## config.mk

```make
export PLATFORM = sky130hd
export DESIGN_NAME = divu_hilo
export DESIGN_NICKNAME = d
export VERILOG_FILES = /design/src/rtl/divu_hilo_pkg.sv /design/src/rtl/divu_hilo_step.sv /design/src/rtl/divu_hilo.sv
export SDC_FILE = /design/constraint.sdc
export NUM_CORES = 1
export LEC_CHECK = 0
export ABC_AREA = 1
export BUFFER_PORTS_ARGS = -buffer_cell sky130_fd_sc_hd__buf_4
export CAP_MARGIN = 20
export CELL_PAD_IN_SITES_DETAIL_PLACEMENT = 1
export CELL_PAD_IN_SITES_GLOBAL_PLACEMENT = 1
export CORE_MARGIN = 2
export CORE_UTILIZATION = 38
export DETAILED_ROUTE_END_ITERATION = 8
export GPL_TIMING_DRIVEN = 0
export PLACE_DENSITY_LB_ADDON = 0.3
export REMOVE_ABC_BUFFERS = 1
export SKIP_CTS_REPAIR_TIMING = 1
export SLEW_MARGIN = 20
export SYNTH_ARGS = -nofsm -noshare
export SYNTH_HDL_FRONTEND = slang
export SYNTH_HIERARCHICAL = 1
export SYNTH_SLANG_ARGS = --single-unit
```

## constraint.sdc

```tcl
create_clock -name clk -period 2.1 [get_ports clk]
set_input_delay 0.105 -clock clk [delete_from_list [all_inputs] [get_ports clk]]
set_output_delay 0.105 -clock clk [all_outputs]
set_load 0.005 [all_outputs]
```

## src/rtl/divu_hilo_pkg.sv

```systemverilog
// rtl/divu_hilo_pkg.sv - shared function codes and divider state encoding
package divu_hilo_pkg;

  localparam logic [5:0] FN_AND  = 6'b100100;
  localparam logic [5:0] FN_OR   = 6'b100101;
  localparam logic [5:0] FN_ADD  = 6'b100000;
  localparam logic [5:0] FN_SUB  = 6'b100010;
  localparam logic [5:0] FN_SLT  = 6'b101010;
  localparam logic [5:0] FN_SRL  = 6'b000010;
  localparam logic [5:0] FN_DIVU = 6'b011011;
  localparam logic [5:0] FN_MFHI = 6'b010000;
  localparam logic [5:0] FN_MFLO = 6'b010010;

  typedef enum logic [1:0] {
    ST_IDLE = 2'd0,
    ST_RUN  = 2'd1,
    ST_DONE = 2'd2
  } divu_state_e;

  function automatic logic is_divu(input logic [5:0] fn);
    return fn == FN_DIVU;
  endfunction

endpackage

```

## src/rtl/divu_hilo_step.sv

```systemverilog
// rtl/divu_hilo_step.sv - one combinational restoring-division step
module divu_step #(
  parameter int WIDTH = 32
) (
  input  logic [WIDTH-1:0] rem,
  input  logic [WIDTH-1:0] q,
  input  logic [WIDTH-1:0] divisor,
  output logic [WIDTH-1:0] rem_next,
  output logic [WIDTH-1:0] q_next
);

  logic [WIDTH:0] shifted;
  logic [WIDTH:0] trial;

  always_comb begin
    // The extra top bit keeps the shifted remainder exact before the subtract.
    shifted = {rem, q[WIDTH-1]};
    trial   = shifted - {1'b0, divisor};
    if (!trial[WIDTH]) begin
      rem_next = trial[WIDTH-1:0];
      q_next   = {q[WIDTH-2:0], 1'b1};
    end else begin
      rem_next = shifted[WIDTH-1:0];
      q_next   = {q[WIDTH-2:0], 1'b0};
    end
  end

endmodule

```

## src/rtl/divu_hilo.sv

```systemverilog
// rtl/divu_hilo.sv - multi-cycle DIVU unit owning the HI (remainder) / LO (quotient) pair
module divu_hilo
  import divu_hilo_pkg::*;
#(
  parameter int WIDTH = 32,
  parameter int CNT_W = 6
) (
  input  logic             clk,
  input  logic             reset,
  input  logic [WIDTH-1:0] dataA,
  input  logic [WIDTH-1:0] dataB,
  input  logic [5:0]       Signal,
  input  logic             start,
  output logic             busy,
  output logic             done,
  output logic             div_zero,
  output logic [WIDTH-1:0] HiOut,
  output logic [WIDTH-1:0] LoOut
);

  divu_state_e      state_q, state_d;
  logic [CNT_W-1:0] cnt_q, cnt_d;
  logic [WIDTH-1:0] rem_q, rem_d;
  logic [WIDTH-1:0] quo_q, quo_d;
  logic [WIDTH-1:0] dvs_q, dvs_d;
  logic [WIDTH-1:0] hi_q, hi_d;
  logic [WIDTH-1:0] lo_q, lo_d;
  logic             dz_q, dz_d;
  logic             busy_q, busy_d;
  logic             done_q, done_d;

  logic [WIDTH-1:0] step_rem;
  logic [WIDTH-1:0] step_quo;
  logic             accept;
  logic             last_step;

  divu_step #(.WIDTH(WIDTH)) u_step (
    .rem      (rem_q),
    .q        (quo_q),
    .divisor  (dvs_q),
    .rem_next (step_rem),
    .q_next   (step_quo)
  );

  assign accept    = (state_q == ST_IDLE) && start && is_divu(Signal);
  assign last_step = (cnt_q == CNT_W'(WIDTH - 1));

  always_ff @(posedge clk or negedge reset) begin
    if (!reset) begin
      state_q <= ST_IDLE;
    end else begin
      state_q <= state_d;
    end
  end

  always_comb begin
    state_d = state_q;
    case (state_q)
      ST_IDLE: if (accept)    state_d = ST_RUN;
      ST_RUN:  if (last_step) state_d = ST_DONE;
      ST_DONE:                state_d = ST_IDLE;
      default:                state_d = ST_IDLE;
    endcase
  end

  // busy stays up through the cycle in which done is visible.
  always_comb begin
    busy_d = (state_d != ST_IDLE) || (state_q == ST_DONE);
    done_d = (state_q == ST_DONE);
  end

  always_comb begin
    cnt_d = cnt_q;
    rem_d = rem_q;
    quo_d = quo_q;
    dvs_d = dvs_q;
    hi_d  = hi_q;
    lo_d  = lo_q;
    dz_d  = dz_q;
    case (state_q)
      ST_IDLE: begin
        if (accept) begin
          quo_d = dataA;
          dvs_d = dataB;
          rem_d = '0;
          cnt_d = '0;
        end
      end
      ST_RUN: begin
        rem_d = step_rem;
        quo_d = step_quo;
        cnt_d = cnt_q + CNT_W'(1);
      end
      ST_DONE: begin
        hi_d = rem_q;
        lo_d = quo_q;
        dz_d = (dvs_q == '0);
      end
      default: ;
    endcase
  end

  always_ff @(posedge clk or negedge reset) begin
    if (!reset) begin
      cnt_q  <= '0;
      rem_q  <= '0;
      quo_q  <= '0;
      dvs_q  <= '0;
      hi_q   <= '0;
      lo_q   <= '0;
      dz_q   <= 1'b0;
      busy_q <= 1'b0;
      done_q <= 1'b0;
    end else begin
      cnt_q  <= cnt_d;
      rem_q  <= rem_d;
      quo_q  <= quo_d;
      dvs_q  <= dvs_d;
      hi_q   <= hi_d;
      lo_q   <= lo_d;
      dz_q   <= dz_d;
      busy_q <= busy_d;
      done_q <= done_d;
    end
  end

  assign busy     = busy_q;
  assign done     = done_q;
  assign div_zero = dz_q;
  assign HiOut    = hi_q;
  assign LoOut    = lo_q;

endmodule

```

==> results of run 1 <==
-- sequential cells by signal (all words and copies together) (netlist names) --
name and count:
HiOut 32, LoOut 32, busy 1, cnt_q 6
div_zero 1, done 1, dvs_q 32, quo_q 32
rem_q 32, state_q 2
-- cell usage in the layout, fill, tap and decap left out, types with 6 or more instances in the layout --
cell type / Yosys / final
nand2_8: 0 / 15
xor2_1: 14 / 14
o21ai_0: 30 / 30
nand2_1: 781 / 752
buf_4: 32 / 153
nor2_1: 63 / 61
dfrtp_1: 171 / 169
a21oi_1: 22 / 21
ha_2: 0 / 9
inv_1: 198 / 195
nor3_1: 7 / 6
clkbuf_16: 0 / 17
dlygate4sd3_1: 0 / 50
inv_6: 0 / 6
nand2_4: 5 / 7
o21ai_1: 10 / 10
nand3_1: 112 / 109
ha_1: 33 / 23
nand4_1: 9 / 9
nand2_2: 23 / 43
-- routing by layer --
metal  track usage (%)  vias to the layer above
li1                  -                     5089
met1              29.4                     4843
met2              35.4                      166
met3              3.11                       29
met4              4.53                        0
met5                 0                        -
-- area by class of cell --
type,instances,area share (%)
inverter,199,5.72
tap,378,3.53
multi-input combinational,1138,41.0
clock buffer,18,3.21
sequential,171,32.0
clock inverter,14,0.935
timing repair buffer,211,13.6
-- through the flow --
stage	total power [mW]	cell area, um2
5_1_grt	16.8	13400
4_1_cts	14.0	12300
6_report	15.5	13400
3_5_place_dp	10.8	11800
2_1_floorplan	8.95	10100
3_3_place_gp	10.6	11600
-- power groups by stage --
stage / clock [mW] / sequential, mW / combinational (mW)
detailed placement: 0 / 4.34 / 6.43
global route: 3.33 / 4.42 / 9.06
floorplan: 0 / 4.19 / 4.77
finish: 3.11 / 4.33 / 8.10
CTS: 3.20 / 4.28 / 6.50
global placement: 0 / 4.32 / 6.30
-- final timing paths --
path / from / to / cells after the start / slack [ns]
setup / recovery: quo_q[31] / rem_q[17] / 17 / -0.42
hold reg to reg: HiOut[13] / HiOut[13] / 2 / 0.47
hold / removal: dataA[14] / quo_q[14] / 5 / -0.04
min in group asynchronous: reset / rem_q[21] / 2 / 0.21
max in group asynchronous: reset / quo_q[3] / 3 / 0.99
setup reg to reg: quo_q[31] / rem_q[17] / 17 / -0.42
-- worst register-to-register path: cells and delay by family (launching register included) --
kind                       cells  cell delay [ns]
and+or+nand+nor               13             1.29
adders and majority gates      2             0.57
DFF                            1             0.43
buffers and inverters          2             0.13
-- cell families (layout without fill, tap and decap cells) --
family / Yosys count / count (layout) / synth area share [%]
xor+xnor: 15 / 15 / 1.24
flops: 171 / 171 / 40.3
buf+inv: 286 / 442 / 12.3
simple gates: 1010 / 1019 / 38.6
fa+ha+maj: 34 / 34 / 4.08
compound gates: 70 / 70 / 3.58
==> flow_summary.yaml, run 1 <==
status:
  status: "finished with violations"
  violations: "negative hold slack, negative setup slack"
critical_path:
  start_kind: "flip-flop"
  cpMaxStageDelayCell: "dfrtp_2"
  worst-setup-path-type: "flip-flop to flip-flop"
  worstPathArrival_ns: 2.84
  crit_path_max_incr_delay_ns: 0.43
  critPathRequiredTime_ns: 2.42
  path_max_fanout: 8
  path_buf_inv: 2
  worstPathCellList: "inv_2, ha_4, fa_2, inv_2, nand2_1, nand2_1, nand3_2, nand2_4, nand2_4, nand2_4, nand2_8, nand3_4, nand2_8, nand2_2, nand2_2, nand2_1, nand2_1"
  critPathCaptureType: "flip-flop"
  crit_family: "simple AND/OR/NAND/NOR gates"
  crit_top_cell: "nand2_1"
power:
  p_comb_share_pct: 52.1
  ir_drop_uv: 531
  power.sequential.fraction_pct: 27.9
  p_leak_nw: 7.39
  internal_power_mw: 8.11
  power_density_nw_per_um2: 1160
  pwr-share-clk_pct: 20.0
  switchingPower_mw: 7.43
  sw_frac_of_total_pct: 47.8
synth:
  ys_seq_area_share_pct: 40.3
  post-synth-top-count-cell: "nand2_1"
  syn-instance-count: 1586
  syn_area_per_cell_um2: 6.70
  ys.flop_type: "dfrtp_1"
  ys_ff_latch: 171
  mappedNetlistArea_um2: 10600
  synthTopCellsByCount: "781 x nand2_1, 198 x inv_1, 171 x dfrtp_1"
  yosys_warnings: 6
  synth_edf_count: 0
  yosys-top-cells-area: "dfrtp_1 40%, nand2_1 28%, inv_1 7.0%"
  yosysTopAreaCellShare_pct: 40.3
  synth_cell_types: 34
  async_reset_ff_share_pct: 100
  yosysTopAreaCell: "dfrtp_1"
finish:
  fillers: 3560
  seq_area_um2: 4280
  final_nets: 1845
  fin_cells: 2129
  drive_gt1_share_pct: 16.5
  post-route-util_pct: 48.4
  multi_input_area_um2: 5490
  diodes: 0
  syn2layout_area_growth_pct: 26.0
global_route:
  grt_start_max_net_pins: 109
  antenna_found_initial: 0
  grt_overflow_total: 0
  grt_first_pass_wirelength_mm: 49.6
  grt_pass1_vias: 9631
  grt.total_usage_pct: 21.3
worst_hold_path:
  hp-class: "input port to flip-flop"
routing:
  dr_total_vias: 10127
  wl_met1_mm: 15.9
  firstDrtPassIters: 5
  postRouteAntennaNets: 0
  highest_layer: "met4"
  drtIter0Drc: 671
  drt_wl_total_mm: 34.3
  wl_per_cell_um: 16.1
  viasPerCell: 4.76
  dr_wl_met2_mm: 16.7
  wl_met3_mm: 1.15
  drc: 0
run:
  drv_cap: 0
floorplan:
  die_y_um: 171
  io_pins: 140
  start_util_pct: 38.4
  die_x_um: 171
  core_region_area_um2: 27600
  rows: 61
  fp.dieArea_um2: 29300
timing:
  rsz0062_at_grt: "yes"
  fin_ws_ns: -0.422
  tightestPinTransition_ns: 0.735
  slew-limit-headroom_pct: 51.0
  whs_ns: -0.0401
  fin_crit_sh_pct: 120
  finalSetupViolCount: 33
  finalClockSkew_ns: 0.0168
  drv_slew: 0
  fmax_mhz: 397
  hold_violations: 10
  timing.setup.tns_ns: -12.74
  fin_crit_ns: 2.52
clock_tree:
  cts_max_path_buffers: 2
  worstSkewPairLatency_ns: 0.45
  cts-root-buf: "clkbuf_16"
  ctsHtreeMaxLevel: 4
  cts.sinks: 171
  clkTransAtPathRegs_ns: 0.08
  tritoncts: "done"
  cts_buffers: 17
placed_design:
  dp_hpwl_mm: 21.8
  dp.cells: 2022
  post-place-ws_ns: -0.851
  place.port_buffers: 139
  gp_congestion: 0.876
Power figures use the tool's default switching activity.
==> inputs of run 2 (changes only) <==
--- a/config.mk
+++ b/config.mk
@@ -14,7 +14,7 @@
 export CORE_UTILIZATION = 38
 export DETAILED_ROUTE_END_ITERATION = 8
 export GPL_TIMING_DRIVEN = 0
-export PLACE_DENSITY_LB_ADDON = 0.3
+export PLACE_DENSITY_LB_ADDON = 0.1
 export REMOVE_ABC_BUFFERS = 1
 export SKIP_CTS_REPAIR_TIMING = 1
 export SLEW_MARGIN = 20
==> run 2 against run 1 <==
The flow still finishes with violations (negative hold slack, negative setup slack). First-iteration DRC count down 4.9%. Clock skew down 0.0039 ns. Clock power up 16%. Final cell count up 0.14%. Largest cell class unchanged.
==> flow_summary.yaml, run 2 (same netlist as run 1, synthesis figures left out) <==
status:
  status: "finished with violations"
  violations: "negative hold slack, negative setup slack"
power:
  p_comb_share_pct: 50.7
  switchingPower_mw: 7.43
  power_mw: 16.2
  ir_drop_uv: 633
  power.sequential.fraction_pct: 27.0
  p_leak_nw: 7.47
  power_density_nw_per_um2: 1190
  internal_power_mw: 8.77
  pwr-share-clk_pct: 22.3
  sw_frac_of_total_pct: 45.9
critical_path:
  r2r-end: "rem_q[23]"
  regToRegSetupSlack_ns: -0.42
  reg2reg_from: "quo_q[31]"
  path_max_fanout: 8
  worstPathArrival_ns: 2.87
  critPathCaptureType: "flip-flop"
  reg2reg_depth: 17
  start_kind: "flip-flop"
  worst-setup-path-type: "flip-flop to flip-flop"
  critPathRequiredTime_ns: 2.44
finish:
  drive_gt1_share_pct: 16.4
  final_nets: 1848
  post-route-util_pct: 49.3
  stdcell_area_um2: 13600
  fin_cells: 2132
  syn2layout_area_growth_pct: 28.2
  final_common_cell: "nand2_1"
  diodes: 0
  layout_common_cells: "752 x nand2_1, 195 x inv_1, 169 x dfrtp_1"
routing:
  firstDrtPassIters: 5
  postRouteAntennaNets: 0
  wl_per_cell_um: 16.6
  drtIter0Drc: 638
  drt_wl_total_mm: 35.3
  drc: 0
  viasPerCell: 4.78
  dr_total_vias: 10190
timing:
  fin_crit_sh_pct: 120
  fin_crit_ns: 2.52
  finalSetupViolCount: 33
  tightestPinTransition_ns: 0.784
  fin_ws_ns: -0.423
  drv_slew: 0
  timing.setup.tns_ns: -12.95
  rsz0062_at_grt: "yes"
  finalClockSkew_ns: 0.0129
  fmax_mhz: 396
  whs_ns: -0.0427
  slew-limit-headroom_pct: 47.7
  hold_violations: 7
placed_design:
  dp.cells: 2023
  dp_hpwl_mm: 22.4
  gp_congestion: 0.879
  place.port_buffers: 139
  placed_cell_area_um2: 11800
clock_tree:
  cts_buffers: 17
  cts.sinks: 171
  cts_max_path_buffers: 2
  cts-root-buf: "clkbuf_16"
  tritoncts: "done"
  worstSkewPairLatency_ns: 0.45
  ctsHtreeMaxLevel: 4
  clkTransAtPathRegs_ns: 0.07
global_route:
  grt.total_usage_pct: 22.1
  antenna_found_initial: 0
  grt_start_max_net_pins: 109
  grt_overflow_total: 0
  grt_pass1_vias: 9825
  grt_first_pass_wirelength_mm: 50.8
floorplan:
  core_region_area_um2: 27600
  fp.dieArea_um2: 29300
  rows: 61
  io_pins: 140
  die_y_um: 171
  start_util_pct: 38.4
  die_x_um: 171
worst_hold_path:
  hold_path_depth: 5
  min_to: "quo_q[27]"
  hp-class: "input port to flip-flop"
  hold_start: "dataA[27]"
run:
  drv_cap: 0
-- run 2: cell types whose count changed in the layout (fill, tap and decap cells not counted), moves of 3 or more --
cell	change
inv_6	-4
ha_4	+5
inv_8	-3
nand2_2	-3
nand2_4	+4
dlygate4sd3_1	+6
bufinv_16	+5
buf_4	-5
ha_2	-3
-- run 2: area by class of cell --
type	instances	area [um2]
clock inverters	13	214
fillers	3574	14000
flip-flops and latches	171	4280
well taps	378	473
repair buffers	214	1890
multi-input cells	1138	5560
inverters	199	762
clock buffers	19	443
-- run 2: worst max path at each step --
stage,startpoint,to,depth (start not counted)
global route,quo_q[31],rem_q[23],17
detailed placement,quo_q[31],rem_q[12],18
floorplan,state_q[0],quo_q[0],5
CTS,quo_q[31],rem_q[12],18
global placement,state_q[0],quo_q[17],5
finish,quo_q[31],rem_q[23],17
-- run 2: per-stage QoR --
| step | worst slack, ns | hold slack [ns] |
|---|---|---|
| 6_report | -0.423 | -0.0427 |
| 4_1_cts | -0.856 | -0.336 |
| 5_1_grt | -0.537 | 0.000477 |
| 2_1_floorplan | -2.10 | -0.191 |
| 3_3_place_gp | -5.03 | 0.354 |
| 3_5_place_dp | -0.816 | 0.147 |
-- run 2: critical path, cell delays in order (launching register included) --
cell	delay, ns
dfrtp_2	0.44
inv_2	0.06
ha_4	0.16
fa_2	0.41
inv_2	0.07
nand2_2	0.04
nand2_2	0.07
nand3_2	0.08
nand2_4	0.11
nand2_4	0.06
nand2_4	0.10
nand2_8	0.08
nand3_4	0.24
nand2_8	0.18
nand2_2	0.12
nand2_2	0.05
nand2_1	0.06
nand2_1	0.05
-- run 2: power by group through the flow --
stage / Sequential (mW) / Clock (mW) / Combinational [mW]
final: 4.37 / 3.61 / 8.21
after global routing: 4.46 / 3.81 / 9.19
after CTS: 4.30 / 3.70 / 6.56
after detailed placement: 4.35 / 0 / 6.51
after global placement: 4.33 / 0 / 6.39
after floorplan: 4.19 / 0 / 4.77
-- run 2: metal layers --
metal	vias to the layer above	part of all wire, %	track usage [%]
met4	0	1.2	4.68
met1	4916	47	30.1
met2	149	48	37.3
met5	-	0	0
li1	5100	-	-
met3	25	3.7	3.50
